`src/rtl/mem_access_pkg.sv`:
```
// Shared encodings, FSM state type and request legality check for the
// MEM-stage load/store front end.
package mem_access_pkg;

  localparam int MEM_AW = 28;
  localparam int DATA_W = 32;

  localparam logic [1:0] SZ_BYTE    = 2'b00;
  localparam logic [1:0] SZ_HALF    = 2'b01;
  localparam logic [1:0] SZ_WORD    = 2'b10;
  localparam logic [1:0] SZ_ILLEGAL = 2'b11;

  typedef enum logic [2:0] {
    ST_IDLE  = 3'd0,
    ST_READ  = 3'd1,
    ST_MERGE = 3'd2,
    ST_WRITE = 3'd3,
    ST_RESP  = 3'd4
  } ma_state_t;

  // A request is rejected for an illegal size, a misaligned half/word, or an
  // address outside the 1 GiB window that the 28-bit word address can reach.
  function automatic logic req_is_bad(input logic [1:0] size,
                                      input logic [1:0] addr_hi,
                                      input logic [1:0] addr_lo);
    logic bad;
    bad = (addr_hi != 2'b00);
    case (size)
      SZ_BYTE: bad = bad;
      SZ_HALF: bad = bad | addr_lo[0];
      SZ_WORD: bad = bad | (addr_lo != 2'b00);
      default: bad = 1'b1;
    endcase
    return bad;
  endfunction

endpackage

```
`src/rtl/mem_lane_align.sv`:
```
// Byte-lane steering: extracts and extends sub-word load data, and merges
// sub-word store data into a previously read word.
module mem_lane_align
  import mem_access_pkg::*;
(
  input  logic [DATA_W-1:0] ld_word,
  input  logic [DATA_W-1:0] old_word,
  input  logic [DATA_W-1:0] wdata,
  input  logic [1:0]        addr_lo,
  input  logic [1:0]        size,
  input  logic              is_unsigned,
  output logic [DATA_W-1:0] ld_data,
  output logic [DATA_W-1:0] st_word
);

  logic [7:0]  byte_v;
  logic [15:0] half_v;
  logic        sign_b;
  logic        sign_h;

  // Load path: pick the addressed lane and sign/zero extend it.
  always_comb begin
    byte_v  = ld_word[{addr_lo, 3'b000} +: 8];
    half_v  = addr_lo[1] ? ld_word[31:16] : ld_word[15:0];
    sign_b  = ~is_unsigned & byte_v[7];
    sign_h  = ~is_unsigned & half_v[15];
    ld_data = '0;
    case (size)
      SZ_BYTE: ld_data = {{24{sign_b}}, byte_v};
      SZ_HALF: ld_data = {{16{sign_h}}, half_v};
      SZ_WORD: ld_data = ld_word;
      default: ld_data = '0;
    endcase
  end

  // Store path: overwrite only the addressed lane of the old word.
  always_comb begin
    st_word = old_word;
    case (size)
      SZ_BYTE: st_word[{addr_lo, 3'b000} +: 8] = wdata[7:0];
      SZ_HALF: begin
        if (addr_lo[1]) st_word[31:16] = wdata[15:0];
        else            st_word[15:0]  = wdata[15:0];
      end
      SZ_WORD: st_word = wdata;
      default: st_word = old_word;
    endcase
  end

endmodule

```
`src/rtl/mem_access_unit.sv`:
```
// Load/store front end: one byte-addressed request at a time, converted to
// word-addressed rd/wr strobes, read-modify-write for sub-word stores and a
// one-cycle response pulse.
//
// Request handshake: a request transfers on the rising edge where
// req_valid && req_ready are both 1. req_ready is high only in IDLE and low
// while rst_n is low. req_valid may be held high; it is ignored outside IDLE.
// The response has no back-pressure: rsp_valid is high for exactly one cycle.
module mem_access_unit
  import mem_access_pkg::*;
#(
  parameter int RD_WAIT = 1,
  parameter int WR_HOLD = 1
) (
  input  logic              clk,
  input  logic              rst_n,
  input  logic              req_valid,
  output logic              req_ready,
  input  logic              req_we,
  input  logic [1:0]        req_size,
  input  logic              req_unsigned,
  input  logic [31:0]       req_addr,
  input  logic [31:0]       req_wdata,
  output logic              rsp_valid,
  output logic [31:0]       rsp_rdata,
  output logic              rsp_err,
  output logic [MEM_AW-1:0] mem_address,
  output logic [DATA_W-1:0] mem_data,
  output logic              mem_wr,
  output logic              mem_rd,
  output logic              mem_rst,
  input  logic [DATA_W-1:0] mem_rdata,
  output logic [2:0]        dbg_state
);

  localparam int WAIT_MAX = (RD_WAIT > WR_HOLD) ? RD_WAIT : WR_HOLD;
  localparam int CNT_W    = $clog2(WAIT_MAX + 1);
  localparam logic [CNT_W-1:0] RD_LOAD = CNT_W'(RD_WAIT - 1);
  localparam logic [CNT_W-1:0] WR_LOAD = CNT_W'(WR_HOLD - 1);

  ma_state_t         state_q, state_d;
  logic [CNT_W-1:0]  cnt_q, cnt_d;
  logic              we_q, we_d;
  logic [1:0]        size_q, size_d;
  logic              uns_q, uns_d;
  logic [1:0]        addr_lo_q, addr_lo_d;
  logic [31:0]       wdata_q, wdata_d;
  logic [31:0]       rd_word_q, rd_word_d;
  logic [MEM_AW-1:0] mem_address_q, mem_address_d;
  logic [DATA_W-1:0] mem_data_q, mem_data_d;
  logic              mem_rd_q, mem_rd_d;
  logic              mem_wr_q, mem_wr_d;
  logic              rsp_valid_q, rsp_valid_d;
  logic [31:0]       rsp_rdata_q, rsp_rdata_d;
  logic              rsp_err_q, rsp_err_d;

  logic [31:0]       ld_data;
  logic [31:0]       st_word;

  mem_lane_align u_align (
    .ld_word     (mem_rdata),
    .old_word    (rd_word_q),
    .wdata       (wdata_q),
    .addr_lo     (addr_lo_q),
    .size        (size_q),
    .is_unsigned (uns_q),
    .ld_data     (ld_data),
    .st_word     (st_word)
  );

  // Next-state and next-output logic; strobes follow the next state so they
  // are registered and glitch-free.
  always_comb begin
    state_d       = state_q;
    cnt_d         = cnt_q;
    we_d          = we_q;
    size_d        = size_q;
    uns_d         = uns_q;
    addr_lo_d     = addr_lo_q;
    wdata_d       = wdata_q;
    rd_word_d     = rd_word_q;
    mem_address_d = mem_address_q;
    mem_data_d    = mem_data_q;
    rsp_valid_d   = 1'b0;
    rsp_err_d     = 1'b0;
    rsp_rdata_d   = '0;

    case (state_q)
      ST_IDLE: begin
        if (req_valid) begin
          we_d      = req_we;
          size_d    = req_size;
          uns_d     = req_unsigned;
          addr_lo_d = req_addr[1:0];
          wdata_d   = req_wdata;
          if (req_is_bad(req_size, req_addr[31:30], req_addr[1:0])) begin
            state_d     = ST_RESP;
            rsp_valid_d = 1'b1;
            rsp_err_d   = 1'b1;
          end else begin
            mem_address_d = req_addr[29:2];
            if (req_we && (req_size == SZ_WORD)) begin
              mem_data_d = req_wdata;
              state_d    = ST_WRITE;
              cnt_d      = WR_LOAD;
            end else begin
              state_d = ST_READ;
              cnt_d   = RD_LOAD;
            end
          end
        end
      end
      ST_READ: begin
        if (cnt_q == '0) begin
          if (we_q) begin
            rd_word_d = mem_rdata;
            state_d   = ST_MERGE;
          end else begin
            rsp_rdata_d = ld_data;
            rsp_valid_d = 1'b1;
            state_d     = ST_RESP;
          end
        end else begin
          cnt_d = cnt_q - CNT_W'(1);
        end
      end
      ST_MERGE: begin
        mem_data_d = st_word;
        state_d    = ST_WRITE;
        cnt_d      = WR_LOAD;
      end
      ST_WRITE: begin
        if (cnt_q == '0) begin
          rsp_valid_d = 1'b1;
          state_d     = ST_RESP;
        end else begin
          cnt_d = cnt_q - CNT_W'(1);
        end
      end
      ST_RESP: state_d = ST_IDLE;
      default: state_d = ST_IDLE;
    endcase

    mem_rd_d = (state_d == ST_READ);
    mem_wr_d = (state_d == ST_WRITE);
  end

  // All state and outputs; async reset drops strobes immediately.
  always_ff @(posedge clk or negedge rst_n) begin
    if (!rst_n) begin
      state_q       <= ST_IDLE;
      cnt_q         <= '0;
      we_q          <= 1'b0;
      size_q        <= SZ_BYTE;
      uns_q         <= 1'b0;
      addr_lo_q     <= 2'b00;
      wdata_q       <= '0;
      rd_word_q     <= '0;
      mem_address_q <= '0;
      mem_data_q    <= '0;
      mem_rd_q      <= 1'b0;
      mem_wr_q      <= 1'b0;
      rsp_valid_q   <= 1'b0;
      rsp_rdata_q   <= '0;
      rsp_err_q     <= 1'b0;
    end else begin
      state_q       <= state_d;
      cnt_q         <= cnt_d;
      we_q          <= we_d;
      size_q        <= size_d;
      uns_q         <= uns_d;
      addr_lo_q     <= addr_lo_d;
      wdata_q       <= wdata_d;
      rd_word_q     <= rd_word_d;
      mem_address_q <= mem_address_d;
      mem_data_q    <= mem_data_d;
      mem_rd_q      <= mem_rd_d;
      mem_wr_q      <= mem_wr_d;
      rsp_valid_q   <= rsp_valid_d;
      rsp_rdata_q   <= rsp_rdata_d;
      rsp_err_q     <= rsp_err_d;
    end
  end

  assign req_ready   = rst_n & (state_q == ST_IDLE);
  assign mem_rst     = ~rst_n;
  assign mem_address = mem_address_q;
  assign mem_data    = mem_data_q;
  assign mem_rd      = mem_rd_q;
  assign mem_wr      = mem_wr_q;
  assign rsp_valid   = rsp_valid_q;
  assign rsp_rdata   = rsp_rdata_q;
  assign rsp_err     = rsp_err_q;
  assign dbg_state   = state_q;

endmodule
```
`config.mk`:
```
export PLATFORM = sky130hd
export DESIGN_NAME = mem_access_unit
export DESIGN_NICKNAME = d
export VERILOG_FILES = /design/src/rtl/mem_access_pkg.sv /design/src/rtl/mem_lane_align.sv /design/src/rtl/mem_access_unit.sv
export SDC_FILE = /design/constraint.sdc
export NUM_CORES = 1
export LEC_CHECK = 0
export BUFFER_PORTS_ARGS = -buffer_cell sky130_fd_sc_hd__buf_2
export CAP_MARGIN = 15
export CORE_MARGIN = 3
export CORE_UTILIZATION = 48
export CTS_CLUSTER_DIAMETER = 120
export CTS_CLUSTER_SIZE = 16
export DETAILED_ROUTE_END_ITERATION = 8
export GPL_ROUTABILITY_DRIVEN = 1
export PLACE_DENSITY = 0.77
export SLEW_MARGIN = 20
export SYNTH_ARGS = -nofsm -noshare
export SYNTH_HDL_FRONTEND = slang
export SYNTH_SLANG_ARGS = --single-unit
```
`constraint.sdc`:
```
create_clock -name clk -period 3.6 [get_ports clk]
set_input_delay 0.54 -clock clk [delete_from_list [all_inputs] [get_ports clk]]
set_output_delay 0.54 -clock clk [all_outputs]
set_load 0.02 [all_outputs]
```
After elaboration in Yosys (flattened, before gate mapping). Index checks and enable logic that the tools add are counted.

Bits in registers: 170. Input bits: 103. Output and inout bits: 101. Logic and storage cells: 89.

$add $sub $neg: 2. Eq/ne operators: 12. Shift operators: 3. Multiplexer cells: 34. Bitwise operators: 9. Reduce and logical (&&, ||, !) cells: 14.

Operator list (number): $mux 32 (6); $pmux 32 s3 (2); $pmux 32 s2 (1); $mux 16 (3); $bwmux 32 (1); $shift 8x7->32 const A (1); $shiftx 32x6->8 (1); $shiftx 8x7->32 (1); $mux 3 (5); $pmux 3 s4 (1); $mux 1 (11); $eq 3x2->1 const B (3); $pmux 1 s3 (3); $reduce_and 3->1 (3); $neg 5->7 (1); $eq 3x1->1 const B (2); $ne 2x2->1 const B (3); $reduce_bool 2->1 (3); $eq 2x1->1 const B (2); $eq 2x2->1 const B (2); $logic_not 2->1 (2); $not 1->1 (4); $reduce_and 4->1 (1); $and 1x1->1 (3); 8 further kinds (9).

Longest topological paths before layout. Gate-level depths: netlist (run 1).

Word-level depth: 9. Gate-level depth with buffers: 9. Mapped depth without buffers: 6.

Cells and area by module. A second synthesis (run 1) with hierarchy kept.

Cells, all modules: 678. Area total of the unflattened synthesis: 8508.2 um^2.

By module, submodules not included: mem_access_unit (times used 1, cells an instance 417, area each 6626.4 um^2, sequential area each 4229.1 um^2); mem_lane_align (times used 1, cells an instance 261, area each 1881.8 um^2, sequential area each 0.0 um^2).

Worst setup path before layout (run 1). No wires, ideal clock.

Kind: flip-flop to flip-flop. Start: register addr_lo_q[1]. End: register mem_data_q[0], in the netlist mem_data[0]. Setup time: 0.088 ns. Arrival time: 2.762 ns. Required time: 3.512 ns. Slack: 0.749 ns. Cell stages (with the launch flop): 9. Path buffers: 2. Period minus slack after synthesis: 2.851 ns. Cells stage by stage: dfrtp_1 -> clkbuf_1 -> clkbuf_1 -> inv_1 -> ha_1 -> or4bb_1 -> a221oi_1 -> nand2_1 -> a41oi_1.

Word-level cells in the longest chain between the ends: 5. Elaborated cells on any way between the ends: 7. Those cells by class: add/sub (1); shift (2); mux (4).

RTL lines: start: declaration (line mem_access_unit.sv:46) `logic [1:0] addr_lo_q, addr_lo_d;`; start signal: assignment (line mem_access_unit.sv:172) `addr_lo_q <= addr_lo_d;`; $neg 5->7 (line mem_lane_align.sv:40) `SZ_BYTE: st_word[{addr_lo, 3'b000} +: 8] = wdata[7:0];`; $shiftx 8x7->32 / $shift 8x7->32 (equally long branches) (line mem_lane_align.sv:40); $bwmux 32 (line mem_lane_align.sv:40); $pmux 32 s3 * (line mem_lane_align.sv:39) `case (size)`; $pmux 32 s2 * (line mem_access_unit.sv:88) `case (state_q)`; end signal: assignment (line mem_access_unit.sv:176) `mem_data_q <= mem_data_d;`; end: declaration (line mem_access_unit.sv:50) `logic [DATA_W-1:0] mem_data_q, mem_data_d;`.

Every way passes the cells marked *; elsewhere a longest branch is shown, timed or not. A chain may end at the register's enable or synchronous reset.

Worst setup path after layout (run 1).
Start: register state_q[0], in the netlist dbg_state[0]. End: register mem_data_q[22], in the netlist mem_data[22].

Word-level cells in the longest chain between the ends: 3. Elaborated cells on any way between the ends: 8. Those cells by class: eq/ne (4); mux (1); reduce/logical (3).

RTL lines: start: declaration (line mem_access_unit.sv:41) `ma_state_t state_q, state_d;`; start signal: assignment (line mem_access_unit.sv:167) `state_q <= state_d;`; $eq 3x2->1 / $logic_not 3->1 (equally long branches) (line mem_access_unit.sv:88); $reduce_bool 2->1 (no source line) / $ne 2x2->1 (equally long branches); $reduce_and 4->1 (no source line).

Several ways; a longest one is shown, not always the timed one.

==> results.yml, run 1 <==
worst_hold_path:
  worstHoldPathType: "primary input to asynchronous set/reset pin"
die:
  die_width_um: 135
  core_um2: 16100
  dieHeight_um: 135
  boundaryPins: 204
  die-area_um2: 18100
  initial_utilization: 0.495
  rows: 46
synthesis:
  synth-main-ff-cell: "dfrtp_1"
  async_reset_ff_frac: 1.00
  avgSynthCellArea_um2: 9.91
  syn-num-nets: 913
  ys_types: 51
  ys.warnings.count: 0
  synth_area_um2: 7950
  netlist_instances: 802
  synth.area.top_cells: "dfrtp_1, nand2_1, mux2_2, a21oi_1, clkbuf_1"
  synth_seq_cells: 169
  yosys.area.top_type_share: 0.532
  yosysTopAreaCell: "dfrtp_1"
  synth_edf_count: 0
  seq_area_frac_synth: 0.532
setup_path:
  worst-path-buf-inv: 2
  setup.worst_path.start: "dbg_state[0]$_DFF_PN0_"
  required_ns: 3.96
  critical-path-top-delay-family: "simple AND/OR/NAND/NOR gates"
  path_cells: "or4b_1 > buf_4 > a2111o_1 > buf_4 > nor2_1 > o311a_1"
  timing.critical_path.mode_cell: "buf_4"
  critPathKind: "flop to flop"
  cp_data_arrival_time_ns: 3.11
  critical-path-slowest-cell: "or4b_1"
  max_stage_delay_ns: 0.52
  r2r_cells: 6
  r2r-start: "dbg_state[0]$_DFF_PN0_"
  worstSetupStartpointType: "flop"
  critPathCaptureType: "flop"
  critPathMaxFanout: 48
  cp.depth: 6
sta:
  final.setup.tns_ns: 0
  drv_slew: 0
  post-route-min-period_ns: 2.75
  max_freq_ghz: 0.364
  worstMarginPinSlew_ns: 1.04
  whs_ns: -0.00290
  skew_ns: 0.0102
  hold_violations: 1
  timing.final.ws_setup_ns: 0.849
  timing.slew.headroom: 0.304
  period_share: 0.764
  setup_viol: 0
  rsz0062_at_grt: "no"
clocking:
  cts_hold_buf: 0
  cts_buffers: 17
  cts_tree: "yes"
  cts_setup_buffers: 0
  cts_resized: 0
  cts.sinks: 169
  clk_latency_ns: 0.44
  htree_levels: 4
  ctsRootBufferMaster: "clkbuf_16"
  cts_buffer_depth: 2
  clk_pin_slew_ns: 0.07
status:
  failed_checks: "hold timing"
  run_status: "finished, violations left"
grt:
  grt_max_degree: 133
  grt_pass1_vias: 6876
  overflow: 0
  grt_usage: 0.260
  grt_antenna_before_repair: 0
  grt_pass1_wl_mm: 37.0
placed_design:
  numPortBuffers: 203
  dp_hpwl_mm: 16.9
  globalplace.congestion: 0.914
  place_area_um2: 9180
  dp_slack_ns: 0.810
detailed_routing:
  route.detailed.drc: 0
  num_vias: 7062
  drt-vias-per-instance: 5.82
  postRouteAntennaNets: 0
  drt-total-wl_mm: 23.6
  firstDrtPassIters: 5
  wl_per_cell_um: 19.5
  drtIter0Drc: 719
final_layout:
  area_delta_synth_final_pct: 22.7
  final_common_cell: "buf_2"
  final_area_um2: 9760
  final_nets: 1095
  drive_gt1_frac: 0.316
  final_cell_mix: "buf_2, nand2_1, dfrtp_1, a21oi_1, mux2_2"
  ff_latch_area_um2: 4230
  n_antenna_cell: 0
  multi_input_area_um2: 3430
  final.fill_count: 1327
pwr:
  irDropWorstVdd_mv: 0.502
  power.density_nw_per_um2: 910
  total_leakage_power_uw: 0.00470
run:
  max_cap_viol_count: 0
==> path summary, 6_finish.rpt <==
check                                                    to  slack, ns
worst min register to register  mem_address[10]$_DFFE_PN0P_       0.47
worst max-delay path               mem_data[22]$_DFFE_PN0P_       0.85
max in group asynchronous            wdata_q[2]$_DFFE_PN0P_       2.49
worst max register to register     mem_data[22]$_DFFE_PN0P_       0.85
min in group clk                mem_address[10]$_DFFE_PN0P_       0.28
worst min-delay path                 rsp_rdata[5]$_DFF_PN0_     -0.003
==> cell type report <==
cell class / count / share of cell area
flip-flops and latches: 169 / 0.433
well taps: 216 / 0.0277
clock buffers: 17 / 0.0436
inverters: 21 / 0.00808
repair buffers: 222 / 0.121
multi-input cells: 553 / 0.351
clock inverters: 15 / 0.0155
==> through the flow <==
step	power [uW]	util	instances	hold WS, ns
2_1_floorplan	5760	-	802	0.244
3_3_place_gp	6960	0.572	1181	0.454
3_5_place_dp	7070	0.572	1181	0.457
4_1_cts	8870	0.608	1213	0.00885
5_1_grt	9410	0.608	1213	0.0111
6_report	8880	0.608	1213	-0.00290
==> report_power, final <==
group          total [uW]  internal [uW]  leakage [uW]  switching (uW)
Combinational        3790           1450       0.00231            2340
Sequential           3310           2690       0.00211             618
Clock                1790            924      0.000276             865
Total                8880           5060       0.00470            3820
==> state kept, by name, indices dropped and copies added, names as in the netlist <==
| register | count |
|---|---|
| mem_wr | 1 |
| uns_q | 1 |
| rsp_valid | 1 |
| rsp_rdata | 32 |
| wdata_q | 32 |
| addr_lo_q | 2 |
| dbg_state | 3 |
| mem_address | 28 |
| mem_data | 32 |
| size_q | 2 |
| rsp_err | 1 |
| we_q | 1 |
| rd_word_q | 32 |
| mem_rd | 1 |
==> routing by layer <==
metal	track usage	routed length [um]
met2	0.427	11800
met1	0.341	9430
met5	0	0
met3	0.0548	1730
met4	0.0956	641
==> cells by family (layout without fill, tap and decap cells) <==
group | after synthesis | count (layout) | share of synthesized area
simple gates | 300 | 300 | 0.171
mux | 48 | 48 | 0.0667
flops | 169 | 169 | 0.532
fa+ha+maj | 8 | 8 | 0.0126
buf+inv | 80 | 275 | 0.0389
compound gates | 197 | 197 | 0.179
==> cell usage after synthesis (9+ instances only) <==
cell / number
a22oi_1: 16
inv_1: 21
a211oi_1: 9
mux2_2: 40
dfrtp_1: 169
nand3_1: 31
a21oi_1: 45
o211ai_1: 22
nor3b_1: 9
o21ai_0: 35
clkbuf_1: 49
nor2_1: 11
nand2_1: 196
a221o_1: 15
(Power assumes the default switching activity.)
==> inputs of run 2 (changes only) <==
PLACE_DENSITY = 0.8   (was 0.77)
clock period = 2.3 ns   (was 3.6 ns; I/O delays follow)
==> results.yml, run 2 (synthesis gave the netlist of run 1 again) <==
sta:
  skew_ns: 0.0125
  setup_viol: 0
  final.setup.tns_ns: 0
  period_share: 0.970
  worstMarginPinSlew_ns: 0.731
  hold_violations: 0
  drv_slew: 0
  timing.final.ws_setup_ns: 0.0697
  timing.slew.headroom: 0.513
  max_freq_ghz: 0.448
  rsz0062_at_grt: "no"
  post-route-min-period_ns: 2.23
setup_path:
  worstSetupStartpointType: "flop"
  required_ns: 2.67
  cp_data_arrival_time_ns: 2.60
  regToRegSetupSlack_ns: 0.07
  r2r-end: "mem_data[23]$_DFFE_PN0P_"
  critPathKind: "flop to flop"
  r2r-start: "addr_lo_q[1]$_DFFE_PN0P_"
  critPathCaptureType: "flop"
  critPathMaxFanout: 8
  setup.worst_path.start: "addr_lo_q[1]$_DFFE_PN0P_"
  r2r_cells: 6
detailed_routing:
  drt-total-wl_mm: 24.3
  num_vias: 7303
  drtIter0Drc: 797
  route.detailed.drc: 0
  postRouteAntennaNets: 0
  firstDrtPassIters: 6
  drt-vias-per-instance: 5.89
  wl_per_cell_um: 19.6
grt:
  grt_antenna_before_repair: 0
  overflow: 0
  grt_max_degree: 100
  grt_usage: 0.268
  grt_pass1_wl_mm: 38.1
  grt_pass1_vias: 7165
final_layout:
  multi_input_area_um2: 3440
  final_cell_mix: "buf_2, nand2_1, dfrtp_1, a21oi_1"
  drive_gt1_frac: 0.329
  final_common_cell: "buf_2"
  area_delta_synth_final_pct: 26.7
  final_area_um2: 10100
  final_cells: 1239
  final_nets: 1121
  final.fill_count: 1303
  n_antenna_cell: 0
  ff_latch_area_um2: 4230
placed_design:
  dp_hpwl_mm: 17.4
  numPortBuffers: 203
  place_area_um2: 9420
  dp_slack_ns: 0.0392
  globalplace.congestion: 0.914
  placed_cells: 1205
die:
  initial_utilization: 0.495
  rows: 46
  boundaryPins: 204
  dieHeight_um: 135
  die_width_um: 135
  core_um2: 16100
  die-area_um2: 18100
clocking:
  cts_buffers: 17
  cts_buffer_depth: 2
  cts_tree: "yes"
  clk_pin_slew_ns: 0.06
  cts_resized: 0
  cts.sinks: 169
  clk_latency_ns: 0.43
  htree_levels: 4
  ctsRootBufferMaster: "clkbuf_16"
pwr:
  total_leakage_power_uw: 0.00487
  irDropWorstVdd_mv: 0.789
  finalPower_uw: 14600
  power.density_nw_per_um2: 1450
worst_hold_path:
  min_from: "req_addr[7]"
  worstHoldEndpoint: "mem_address[5]$_DFFE_PN0P_"
  worstHoldPathType: "primary input to flop"
  hold_depth: 3
status:
  run_status: "finished, final reports clean"
run:
  max_cap_viol_count: 0
==> run 2: cell types whose count changed in the layout (fill, tap and decap cells not counted), moves of 3 or more <==
| cell | change |
|---|---|
| inv_6 | -4 |
| buf_12 | +3 |
| bufinv_16 | +5 |
| buf_4 | +22 |
| clkbuf_1 | +5 |
| inv_8 | -5 |
==> run 2: metrics by stage <==
step / utilization / hold WS [ns]
after floorplan: - / 0.0494
after global placement: 0.587 / 0.205
after detailed placement: 0.587 / 0.206
after CTS: 0.627 / 0.0887
after global routing: 0.627 / 0.100
final: 0.627 / 0.107
==> run 2: critical path: stages (launching register included) <==
cell      delay [ns]
dfrtp_1         0.34
inv_1           0.09
ha_1            0.32
nor2b_1         0.22
a32oi_1         0.31
o311ai_0        0.64
o311a_1         0.26
==> run 2: report_power, final <==
| part | leakage [uW] | internal, uW | switching [uW] |
|---|---|---|---|
| Sequential | 0.00211 | 4210 | 916 |
| Clock | 0.000308 | 1980 | 1140 |
| Combinational | 0.00245 | 2480 | 3860 |
| Total | 0.00487 | 8680 | 5910 |
==> run 2: timing repair <==
| item | CTS | global route |
|---|---|---|
| endpoints found under the setup margin | 0 | 6 |
| endpoints found under the hold margin | 16 | 0 |
| buffers inserted | 0 | 1 |
| hold buffers | 1 | 0 |
==> run 2: area by class of cell <==
type                    instances  share of cell area
flip-flops and latches        169               0.420
repair buffers                248               0.140
clock buffers                  24              0.0468
clock inverters                 8              0.0166
multi-input cells             553               0.342
inverters                      21             0.00782
well taps                     216              0.0268
==> run 2: worst max path at each step <==
stage	endpoint	slack, ns	cells past startpoint
finish	mem_data[23]$_DFFE_PN0P_	0.07	6
global route	mem_data[28]$_DFFE_PN0P_	0.03	5
CTS	mem_data[0]$_DFFE_PN0P_	0.07	6
detailed placement	mem_data[22]$_DFFE_PN0P_	0.04	8
global placement	mem_data[24]$_DFFE_PN0P_	0.1	8
floorplan	mem_data[0]$_DFFE_PN0P_	-0.02	8
==> run 2: layer usage <==
metal  wire, um  GRT usage  up-vias
met4        705     0.0995        0
met5          0          0        -
met1       9470      0.346     3571
met3       1980     0.0686       64
met2      12200      0.439      383
li1           -          -     3285
==> inputs of run 3 (changes only) <==
==> constraint.sdc (replaced) <==
create_clock -name clk -period 2.3 [get_ports clk]
set_input_delay 0.115 -clock clk [delete_from_list [all_inputs] [get_ports clk]]
set_output_delay 0.115 -clock clk [all_outputs]
set_load 0.02 [all_outputs]
==> results.yml, run 3 (synthesis gave the netlist of run 1 again) <==
status:
  run_status: "finished, final reports clean"
clocking:
  cts_buffer_depth: 2
  ctsRootBufferMaster: "clkbuf_16"
  htree_levels: 4
  cts.sinks: 169
  cts_buffers: 17
  cts_tree: "yes"
  clk_latency_ns: 0.44
  clk_pin_slew_ns: 0.07
setup_path:
  critPathKind: "flop to flop"
  r2r-end: "mem_data[21]$_DFFE_PN0P_"
  critPathMaxFanout: 9
  r2r-start: "dbg_state[2]$_DFF_PN0_"
  required_ns: 2.62
  r2r_cells: 5
  setup.worst_path.start: "dbg_state[2]$_DFF_PN0_"
  cp_data_arrival_time_ns: 2.56
  regToRegSetupSlack_ns: 0.06
  worstSetupStartpointType: "flop"
  critPathCaptureType: "flop"
die:
  die-area_um2: 18100
  core_um2: 16100
  dieHeight_um: 135
  boundaryPins: 204
  rows: 46
  initial_utilization: 0.495
  die_width_um: 135
sta:
  timing.slew.headroom: 0.411
  period_share: 0.973
  drv_slew: 0
  hold_violations: 0
  skew_ns: 0.0116
  rsz0062_at_grt: "no"
  setup_viol: 0
  max_freq_ghz: 0.447
  worstMarginPinSlew_ns: 0.883
  post-route-min-period_ns: 2.24
final_layout:
  multi_input_area_um2: 3450
  drive_gt1_frac: 0.304
  final_nets: 1214
  area_delta_synth_final_pct: 38.2
  final_cells: 1333
  final_cell_mix: "buf_2, nand2_1, dfrtp_1, dlygate4sd3_1, a21oi_1"
  final.fill_count: 1122
  ff_latch_area_um2: 4230
  final_common_cell: "buf_2"
detailed_routing:
  drt-vias-per-instance: 5.89
  firstDrtPassIters: 5
  drt-total-wl_mm: 26.7
  route.detailed.drc: 0
  drtIter0Drc: 1030
  wl_per_cell_um: 20.0
  num_vias: 7857
  postRouteAntennaNets: 0
pwr:
  finalPower_uw: 14500
  total_leakage_power_uw: 0.00523
  power.density_nw_per_um2: 1320
  irDropWorstVdd_mv: 0.739
placed_design:
  numPortBuffers: 203
  globalplace.congestion: 0.917
  dp_hpwl_mm: 16.8
  placed_cells: 1201
worst_hold_path:
  worstHoldPathType: "primary input to flop"
  hold_depth: 3
  worstHoldEndpoint: "size_q[0]$_DFFE_PN0P_"
  min_from: "req_size[0]"
run:
  max_cap_viol_count: 0
grt:
  grt_antenna_before_repair: 0
  grt_pass1_wl_mm: 42.1
  grt_max_degree: 170
  overflow: 0
  grt_usage: 0.296
  grt_pass1_vias: 7953
## run 3: cell count changes in the layout (fill, tap and decap cells not counted), moves of 2 or more
| cell | delta |
|---|---|
| dlygate4sd3_1 | +97 |
| buf_4 | -6 |
| clkinv_4 | +5 |
| bufinv_16 | -4 |
| clkbuf_1 | -4 |
| buf_12 | +2 |
| clkinvlp_4 | +2 |
| inv_6 | +2 |
## run 3: routing by layer
metal,wire [um],track usage,vias to the layer above
li1,-,-,3473
met1,9970,0.371,3796
met2,13100,0.483,461
met3,2090,0.0570,127
met4,1460,0.163,0
met5,0,0,-
## run 3: timing repair
action	CTS	global route
endpoints found under the hold margin	306	0
setup endpoints to repair	0	50
hold buffers	98	0
gates resized for setup	0	2
setup buffers	0	1
## run 3: cell type report
class                   count  share of cell area
clock inverters            12              0.0108
inverters                  21             0.00718
flip-flops and latches    169               0.385
well taps                 216              0.0246
repair buffers            341               0.217
diodes                      1            0.000228
multi-input cells         553               0.314
clock buffers              20              0.0416
## run 3: stage by stage
stage / hold WS, ns / util / setup WS [ns] / TNS (ns) / area, um^2
after floorplan: -0.181 / - / -0.0187 / -0.0187 / 7990
after detailed placement: 0.307 / 0.585 / 0.0975 / 0 / 9400
final: 0.0314 / 0.684 / 0.0611 / 0 / 11000
after global routing: 0.0634 / 0.684 / 0.000379 / 0 / 11000
after global placement: 0.303 / 0.585 / 0.135 / 0 / 9400
after CTS: 0.0265 / 0.682 / 0.0505 / 0 / 11000
## run 3: critical path, cell delays in order, from the launching register on
cell and delay, ns:
dfrtp_1 0.44, or4b_4 0.54, a2111o_2 0.54, buf_12 0.16, or3_1 0.31, o311a_1 0.13
## run 3: power by group
| group | total [uW] | switching [uW] | leakage (uW) | internal, uW |
|---|---|---|---|---|
| logic | 6530 | 3930 | 0.00285 | 2600 |
| clock network | 2770 | 1210 | 0.000273 | 1560 |
| registers | 5190 | 981 | 0.00211 | 4210 |
| total | 14500 | 6120 | 0.00523 | 8370 |
## run 3: how the worst max path moves through the flow
| stage | endpoint | slack [ns] | cells after the start |
|---|---|---|---|
| detailed placement | mem_data[1]$_DFFE_PN0P_ | 0.1 | 5 |
| CTS | mem_data[29]$_DFFE_PN0P_ | 0.05 | 9 |
| global placement | mem_data[11]$_DFFE_PN0P_ | 0.13 | 5 |
| finish | mem_data[21]$_DFFE_PN0P_ | 0.06 | 5 |
| floorplan | mem_data[0]$_DFFE_PN0P_ | -0.02 | 8 |
| global route | mem_data[22]$_DFFE_PN0P_ | 0.0004 | 5 |
